$ cat src/rtl/bht_pkg.sv
// Shared BHT definitions used by the BHT and its commit-side update queue.
package bht_pkg;

   localparam int unsigned BHT_IDX_W   = 10;
   localparam int unsigned BHT_ENTRIES = 1024;

   typedef struct packed {
      logic [BHT_IDX_W-1:0] idx;
      logic                 dir;
   } bht_upd_t;

endpackage

$ cat src/rtl/bht_uq_ram.sv
// Storage for the BHT update queue: DEPTH x WIDTH, two write ports, one
// asynchronous read port. No reset; contents are don't-care until written.
module bht_uq_ram #(
   parameter int unsigned DEPTH = 8,
   parameter int unsigned WIDTH = 11
) (
   input  logic                     clock,
   input  logic                     we0,
   input  logic [$clog2(DEPTH)-1:0] waddr0,
   input  logic [WIDTH-1:0]         wdata0,
   input  logic                     we1,
   input  logic [$clog2(DEPTH)-1:0] waddr1,
   input  logic [WIDTH-1:0]         wdata1,
   input  logic [$clog2(DEPTH)-1:0] raddr,
   output logic [WIDTH-1:0]         rdata
);

   logic [WIDTH-1:0] mem [DEPTH];

   // Two writes per cycle; addresses never collide (wp and wp+1).
   always_ff @(posedge clock) begin
      if (we0) mem[waddr0] <= wdata0;
      if (we1) mem[waddr1] <= wdata1;
   end

   assign rdata = mem[raddr];

endmodule

$ cat src/rtl/bht_update_queue.sv
// Commit-side BHT update queue: accepts up to two retired branch outcomes per
// cycle in program order and drains one per cycle onto the BHT shift-in port.
// Optional macro BHT_UPD_BYPASS_EN: when the queue is empty and the BHT port
// is free, the oldest pushing slot goes straight to the port in the same cycle.
module bht_update_queue
   import bht_pkg::*;
#(
   parameter int unsigned DEPTH = 8,
   parameter int unsigned IDX_W = BHT_IDX_W,
   parameter int unsigned CNT_W = 4
) (
   input  logic             clock,
   input  logic             reset,
   input  logic             retire_vld0_i,
   input  logic [IDX_W-1:0] retire_idx0_i,
   input  logic             retire_dir0_i,
   input  logic             retire_vld1_i,
   input  logic [IDX_W-1:0] retire_idx1_i,
   input  logic             retire_dir1_i,
   output logic             upd_rdy_o,
   input  logic             bht_hold_i,
   output logic [IDX_W-1:0] bht_wt_index_o,
   output logic             bht_brdir_o,
   output logic             bht_brdir_se_o,
   output logic [CNT_W-1:0] q_count_o,
   output logic             ovf_o
);

   localparam int unsigned PTR_W = $clog2(DEPTH);

   logic [PTR_W-1:0] wp, rp;
   logic [CNT_W-1:0] count;
   logic             ovf;

   bht_upd_t slot0, slot1, head, port;
   bht_upd_t wdata0, wdata1;
   logic     we0, we1;
   logic     any_vld, accept, bypass, rdy, npop;
   logic [1:0] npush;

   bht_uq_ram #(
      .DEPTH (DEPTH),
      .WIDTH ($bits(bht_upd_t))
   ) u_ram (
      .clock  (clock),
      .we0    (we0),
      .waddr0 (wp),
      .wdata0 (wdata0),
      .we1    (we1),
      .waddr1 (wp + PTR_W'(1)),
      .wdata1 (wdata1),
      .raddr  (rp),
      .rdata  (head)
   );

   // Push acceptance, compaction onto wp/wp+1, and BHT port drive.
   always_comb begin
      slot0   = '{idx: retire_idx0_i, dir: retire_dir0_i};
      slot1   = '{idx: retire_idx1_i, dir: retire_dir1_i};
      rdy     = (CNT_W'(DEPTH) - count) >= CNT_W'(2);
      any_vld = retire_vld0_i || retire_vld1_i;
      accept  = any_vld && rdy;
`ifdef BHT_UPD_BYPASS_EN
      bypass  = accept && (count == '0) && !bht_hold_i;
`else
      bypass  = 1'b0;
`endif
      we0    = 1'b0;
      we1    = 1'b0;
      wdata0 = slot0;
      wdata1 = slot1;
      npush  = 2'd0;
      if (accept) begin
         if (bypass) begin
            // Oldest slot goes straight out; only a younger companion is stored.
            if (retire_vld0_i && retire_vld1_i) begin
               we0    = 1'b1;
               wdata0 = slot1;
               npush  = 2'd1;
            end
         end else if (retire_vld0_i && retire_vld1_i) begin
            we0   = 1'b1;
            we1   = 1'b1;
            npush = 2'd2;
         end else begin
            we0    = 1'b1;
            wdata0 = retire_vld0_i ? slot0 : slot1;
            npush  = 2'd1;
         end
      end

      npop           = (count != '0) && !bht_hold_i;
      port           = '0;
      bht_brdir_se_o = 1'b0;
      if (bypass) begin
         port           = retire_vld0_i ? slot0 : slot1;
         bht_brdir_se_o = 1'b1;
      end else if (count != '0) begin
         port           = head;
         bht_brdir_se_o = !bht_hold_i;
      end
   end

   // Pointer, occupancy and sticky overflow state.
   always_ff @(posedge clock) begin
      if (reset) begin
         wp    <= '0;
         rp    <= '0;
         count <= '0;
         ovf   <= 1'b0;
      end else begin
         wp    <= wp + PTR_W'(npush);
         rp    <= rp + PTR_W'(npop);
         count <= count + CNT_W'(npush) - CNT_W'(npop);
         if (any_vld && !rdy) ovf <= 1'b1;
      end
   end

   assign upd_rdy_o      = rdy;
   assign bht_wt_index_o = port.idx;
   assign bht_brdir_o    = port.dir;
   assign q_count_o      = count;
   assign ovf_o          = ovf;

endmodule

$ cat config.mk
export PLATFORM = sky130hd
export DESIGN_NAME = bht_update_queue
export DESIGN_NICKNAME = d
export VERILOG_FILES = /design/src/rtl/bht_pkg.sv /design/src/rtl/bht_uq_ram.sv /design/src/rtl/bht_update_queue.sv
export SDC_FILE = /design/constraint.sdc
export NUM_CORES = 1
export LEC_CHECK = 0
export CAP_MARGIN = 30
export CORE_MARGIN = 2
export CORE_UTILIZATION = 40
export CTS_CLUSTER_SIZE = 24
export DETAILED_ROUTE_END_ITERATION = 16
export HOLD_SLACK_MARGIN = 0.1
export PLACE_DENSITY_LB_ADDON = 0.15
export SLEW_MARGIN = 40
export SYNTH_ARGS = -nofsm -noshare
export SYNTH_HDL_FRONTEND = slang
export SYNTH_SLANG_ARGS = --single-unit
$ cat constraint.sdc
create_clock -name clock -period 4.84 [get_ports clock]
set_clock_uncertainty 0.2 [all_clocks]
set_input_delay 0.484 -clock clock [delete_from_list [all_inputs] [get_ports clock]]
set_output_delay 0.484 -clock clock [all_outputs]
set_load 0.01 [all_outputs]
==> summary.txt, run 1 <==
Outcome
  – Status: complete, no violations

Cells and area
  – Most common cell after layout, fill and taps aside: edfxtp_1
  – Most frequent cells in the layout: 88 x edfxtp_1, 80 x mux2_4, 44 x clkdlybuf4s50_1
  – Design Area, Final: 6650 sq um
  – Fillers: 1201
  – Area grow syn2layout: 16.5%
  – Antenna Cells: 0
  – Fraction of layout cells with a size suffix above 1: 0.364
  – Layout Nets: 443

Worst hold path
  – Endpoint, Worst Hold: ovf_o$_SDFFE_PP0P_
  – Type of the most critical hold path: flip-flop to flip-flop
  – Min-Delay Startpoint: ovf_o$_SDFFE_PP0P_
  – Hold Path Stages: 2

Timing
  – Fin. Hold Viols: 0
  – Setup tns final: 0 ns
  – RSZ-0062 raised after global routing: false
  – Final Slew Violations: 0
  – Minimum clock period: 3.48 ns
  – Worst slew pin tran: 0.830 ns
  – Setup violators final: 0
  – Tcrit/Tclk final: 0.720
  – FMAX: 287 MHz
  – Max-Slew Margin vs Limit: 0.445

Detailed routing
  – Met3 WL: 417 microns
  – Routed len/inst: 22.2 microns
  – Met2 WL: 6390 microns
  – Final ANT Viol Nets: 0
  – M1 WL: 5980 microns
  – Drt first-iter violations: 223
  – Top routing layer used: met4
  – DRT Pass-1 Iters: 5
  – Via count: 3174
  – Routed WL: 13000 microns
  – Vias per cell: 5.41
  – Remaining DRCs: 0

Yosys
  – Top cell type's share of synthesized area: 0.463
  – Ys Warns: 0
  – Async SR Flop Fraction: 0
  – Synth Cell Area: 5710 sq um
  – Net Count, Synth: 398
  – Seq cells post-synth: 99
  – Register area share after synthesis: 0.501
  – Number of flops mapped to enable cells by yosys: 88
  – Cells after Synth: 357
  – Largest area contributor in the netlist: edfxtp_1
  – Netlist cell types: 33
  – Synth area leaders: edfxtp_1 46%, mux2_4 21%, mux4_2 8.7%
  – Syn_area_per_cell: 16.0 sq um
  – Synth Flop Type: edfxtp_1

Clock tree
  – Post-CTS Resized: 0
  – CTS Buf Count: 9
  – H-tree depth: 3
  – Worst-path clk slew: 0.07 ns
  – Post-CTS Setup Inserts: 0
  – Clock root buffer: clkbuf_16
  – TritonCTS clock tree: done
  – Sink Count: 99
  – Clk_lat worst skew: 0.35 ns
  – Clock buffer depth: 2
  – Hold buffers post-CTS: 0

Global routing
  – First-pass GRT wire length: 19900 microns
  – Initial antenna violation count: 0
  – Grt ovf: 0
  – Vias in the first global route: 3276
  – Tot GR Track Use: 0.185
  – Largest net degree at the start of global routing: 18

Floorplan
  – Initial core utilization: 0.410
  – I/O pins: 45
  – Die H: 123 microns
  – Row cnt: 43
  – Die ar.: 15200 sq um
  – CORE AREA: 13900 sq um
  – Die W: 123 microns

Pwr
  – Leakage dissipation: 2.51 nW
  – Comb power frac: 0.476
  – Cell Int Power: 2.46 mW
  – Sequential share of power: 0.347
  – Clock share of power: 0.177
  – Sw frac: 0.353
  – Peak VDD IR: 204 uV
  – Power density over the cells: 572 nW/um^2
  – Psw: 1.34 mW

Critical path
  – Crit end category: output pin
  – Worst R2R End: q_count_o[3]$_SDFF_PP0_
  – Critical Path RT: 4.16 ns
  – Crit path max fanout: 12
  – R2R Path Start: q_count_o[1]$_SDFF_PP0_
  – Reg2Reg Depth: 14
  – CP Class: flip-flop to output pin
  – Arrival @ worst endpoint: 2.80 ns
  – Launching element of the worst setup path: rp[0]$_SDFF_PP0_
  – Setup crit start kind: flip-flop
  – Setup slack, reg-to-reg: 1.37 ns

Placement
  – Port Buffers: 44
  – RD Place Congestion: 0.924
  – DP Area: 6390 sq um
  – Detailed Place HPWL: 8860 microns

Run
  – Max-cap violations: 0
==> worst max-delay path by stage <==
| stage | slack [ns] | endpoint |
|---|---|---|
| after floorplan | 1.79 | q_count_o[3]$_SDFF_PP0_ |
| after global placement | 1.56 | q_count_o[3]$_SDFF_PP0_ |
| after detailed placement | 1.27 | u_ram.mem[4][6]$_DFFE_PP_ |
| after CTS | 1.25 | bht_wt_index_o[3] |
| after global routing | 1.07 | q_count_o[3]$_SDFF_PP0_ |
| final | 1.36 | bht_wt_index_o[8] |
==> area by class of cell <==
class / instances / area, sq um / share of cell area
Clock buffer: 11 / 233 / 0.0350
Clock inverter: 5 / 35.0 / 0.00527
Inverter: 10 / 37.5 / 0.00564
Multi-Input combinational cell: 228 / 2740 / 0.412
Sequential cell: 99 / 2860 / 0.430
Tap cell: 180 / 225 / 0.0338
Timing Repair Buffer: 54 / 515 / 0.0775
==> worst max-delay path, cell delays in order, from the launching register on <==
cell             delay (ns)
dfxtp_1                0.62
buf_4                  0.36
buf_4                  0.25
mux4_2                 0.51
mux2i_1                0.14
nor2_1                 0.06
clkdlybuf4s50_1        0.50
==> through the flow <==
step,std cells,worst slack (ns),hold slack (ns),util,total power [mW]
final,587,1.36,0.309,0.478,3.80
after CTS,587,1.25,0.318,0.478,3.86
after detailed placement,571,1.27,0.296,0.458,3.18
after global routing,587,1.07,0.366,0.478,4.04
after floorplan,357,1.79,0.296,-,2.53
after global placement,571,1.56,0.299,0.453,3.08
==> power by group through the flow <==
stage | clock network (mW) | logic (mW) | registers, mW
floorplan | 0 | 1.24 | 1.29
global placement | 0 | 1.74 | 1.33
detailed placement | 0 | 1.84 | 1.34
CTS | 0.690 | 1.84 | 1.32
global route | 0.721 | 1.97 | 1.35
finish | 0.674 | 1.81 | 1.32
==> cell families after synthesis <==
family / share of synthesized area
buffers and inverters: 0.0311
flip-flops: 0.501
adder cells (fa/ha/maj): 0.0333
AND/OR/NAND/NOR: 0.0495
multiplexers: 0.332
XOR/XNOR: 0.0107
AO/OA/AOI/OAI: 0.0419
==> Yosys cell counts, types with 7 or more instances <==
library cell / instances
o211ai_2: 8
buf_6: 8
ha_1: 12
inv_1: 10
mux2_2: 8
mux2i_1: 11
clkbuf_1: 7
edfxtp_1: 88
o21ai_0: 7
mux2_4: 80
mux4_2: 22
nor2_1: 32
dfxtp_1: 11
nor2b_1: 10
==> flip-flops by register name, summed over array words and instances, names as in the netlist <==
signal / cells
u_ram.mem: 88
wp: 3
ovf_o: 1
rp: 3
q_count_o: 4
==> per-layer routing <==
metal / vias up / GRT usage
li1: 1471 / -
met1: 1619 / 0.244
met2: 69 / 0.303
met3: 15 / 0.0332
met4: 0 / 0.0682
met5: - / 0
Power figures use the tool's default switching activity.
==> inputs of run 2 (changes only) <==
- clock period: 4.84 -> 3.1 ns (I/O delays scaled with it)
==> summary.txt, run 2 (same netlist as run 1, synthesis figures left out) <==
Outcome
  – Status: complete, no violations

Floorplan
  – Die W: 123 microns (unchanged)
  – Die ar.: 15200 sq um (unchanged)
  – Die H: 123 microns (unchanged)
  – Initial core utilization: 0.410 (unchanged)
  – Row cnt: 43 (unchanged)
  – I/O pins: 45 (unchanged)
  – CORE AREA: 13900 sq um (unchanged)

Timing
  – Fin. Hold Viols: 0 (unchanged)
  – Worst slew pin tran: 0.713 ns (-0.117 ns)
  – FMAX: 351 MHz
  – RSZ-0062 raised after global routing: false
  – Final Slew Violations: 0 (unchanged)
  – Tcrit/Tclk final: 0.919
  – Max-Slew Margin vs Limit: 0.523 (+0.0775)
  – Setup tns final: 0 ns (unchanged)
  – Setup violators final: 0 (unchanged)
  – Minimum clock period: 2.85 ns

Placement
  – Port Buffers: 44 (unchanged)
  – RD Place Congestion: 0.801 (-13%)
  – Placed Cells: 584 (+2.3%)
  – Detailed Place HPWL: 7940 microns (-10%)

Clock tree
  – Hold buffers post-CTS: 0 (unchanged)
  – Clk_lat worst skew: 0.35 ns (about the same)
  – CTS Buf Count: 9 (unchanged)
  – Clock root buffer: clkbuf_16
  – Clock buffer depth: 2 (unchanged)
  – Worst-path clk slew: 0.07 ns (about the same)
  – Sink Count: 99 (unchanged)
  – TritonCTS clock tree: done
  – H-tree depth: 3 (unchanged)

Pwr
  – Leakage dissipation: 2.60 nW (+3.9%)
  – Peak VDD IR: 379 uV (+85%)
  – Pwr Total: 6.20 mW (+63%)
  – Power density over the cells: 913 nW/um^2 (+60%)

Critical path
  – Critical Path RT: 3.13 ns (-1.03 ns)
  – WP buf/inv: 3 (unchanged)
  – Setup crit start kind: flip-flop
  – Critical path's largest stage delay: 0.41 ns (-0.21 ns)
  – Crit path max fanout: 5 (-7)
  – Arrival @ worst endpoint: 2.87 ns (+0.07 ns)
  – CP Class: flip-flop to flip-flop
  – Critical path cell sequence: inv_1 -> ha_1 -> nor3b_2 -> a21oi_4 -> nor2_2 -> inv_1 -> nand3_1 -> ha_1 -> inv_1 -> ha_1 -> a21o_1 -> a21oi_1 -> xnor2_1 -> nor2_1
  – Kind of cell adding the most delay to the critical path: adder cells
  – Crit end category: flip-flop
  – CP max stage cell: dfxtp_1

Detailed routing
  – Routed WL: 12800 microns (-1.7%)
  – Routed len/inst: 21.2 microns (-4.5%)
  – Drt first-iter violations: 216 (-3.1%)
  – DRT Pass-1 Iters: 4 (-1)
  – Vias per cell: 5.24 (-3.2%)
  – Final ANT Viol Nets: 0 (unchanged)
  – Via count: 3163 (-0.35%)
  – Remaining DRCs: 0 (unchanged)

Worst hold path
  – Type of the most critical hold path: flip-flop to flip-flop

Cells and area
  – Most common cell after layout, fill and taps aside: edfxtp_1
  – Area taken by multi-input logic gates: 2700 sq um (-1.6%)
  – Antenna Cells: 0 (unchanged)
  – Most frequent cells in the layout: 88 x edfxtp_1, 80 x mux2_4, 44 x clkdlybuf4s50_1
  – Top reg by flops: u_ram.mem
  – Final Non-Filler Cells: 604 (+2.9%)
  – Max FFs per register: 88 (unchanged)
  – Fillers: 1189 (-1.0%)
  – Area grow syn2layout: 18.8%
  – Fraction of layout cells with a size suffix above 1: 0.387 (+0.0232)
  – Layout Nets: 460 (+3.8%)
  – Register Area: 2860 sq um (about the same)

Global routing
  – Vias in the first global route: 3163 (-3.4%)
  – Grt ovf: 0 (unchanged)
  – Initial antenna violation count: 0 (unchanged)
  – First-pass GRT wire length: 18900 microns (-4.7%)
  – Tot GR Track Use: 0.178 (-0.00706)
  – Largest net degree at the start of global routing: 17 (-1)

Run
  – Max-cap violations: 0 (unchanged)
[run 2: cell types whose count changed in the layout (fill, tap and decap cells not counted), sizes merged]
cell / change
clkinvlp: +1
buf: +17
clkinv: -3
bufinv: +2
[run 2: worst paths after layout]
check | from | to | slack, ns | cells past startpoint
worst max-delay path | q_count_o[1]$_SDFF_PP0_ | q_count_o[3]$_SDFF_PP0_ | 0.25 | 14
worst min-delay path | ovf_o$_SDFFE_PP0P_ | ovf_o$_SDFFE_PP0P_ | 0.29 | 2
worst max register to register | q_count_o[1]$_SDFF_PP0_ | q_count_o[3]$_SDFF_PP0_ | 0.25 | 14
worst min register to register | ovf_o$_SDFFE_PP0P_ | ovf_o$_SDFFE_PP0P_ | 0.29 | 2
[run 2: layout make-up]
type / count / area share
clock inverter: 5 / 0.0125
tap: 180 / 0.0332
sequential: 99 / 0.422
clock buffer: 11 / 0.0343
inverter: 10 / 0.00553
timing repair buffer: 71 / 0.0948
multi-input combinational: 228 / 0.398
[run 2: layer usage]
layer  wire, microns  global-route usage  vias up  share of wire
li1                -                   -     1500              -
met1            6190               0.254     1614           0.48
met2            6110               0.275       38           0.48
met3             274              0.0226       11          0.021
met4             207              0.0682        0          0.016
met5               0                   0        -              0
[run 2: worst register-to-register path: stages (launching register included)]
cell and delay (ns):
dfxtp_1 0.41, inv_1 0.09, ha_1 0.25, nor3b_2 0.26, a21oi_4 0.07, nor2_2 0.14
inv_1 0.10, nand3_1 0.10, ha_1 0.27, inv_1 0.07, ha_1 0.22, a21o_1 0.18
a21oi_1 0.17, xnor2_1 0.14, nor2_1 0.05
[run 2: power breakdown]
group	internal, mW	switching (mW)	leakage [nW]
clock network	0.715	0.513	0.151
registers	1.89	0.123	0.896
logic	1.50	1.46	1.56
[run 2: per-stage QoR]
stage | area [sq um] | setup slack, ns | hold slack [ns] | utilization
after CTS | 6750 | 0.0281 | 0.288 | 0.485
after global routing | 6790 | 0.0857 | 0.363 | 0.487
after floorplan | 5710 | 0.0487 | 0.182 | -
after global placement | 6410 | 0.112 | 0.262 | 0.460
final | 6790 | 0.252 | 0.286 | 0.487
after detailed placement | 6430 | -0.0837 | 0.271 | 0.461
[run 2: what timing repair did]
action | in CTS | in global routing
pin swaps | 0 | 1
resized for setup | 1 | 1
gates cloned | 0 | 0
setup endpoints to repair | 1 | 3
setup buffers | 0 | 4
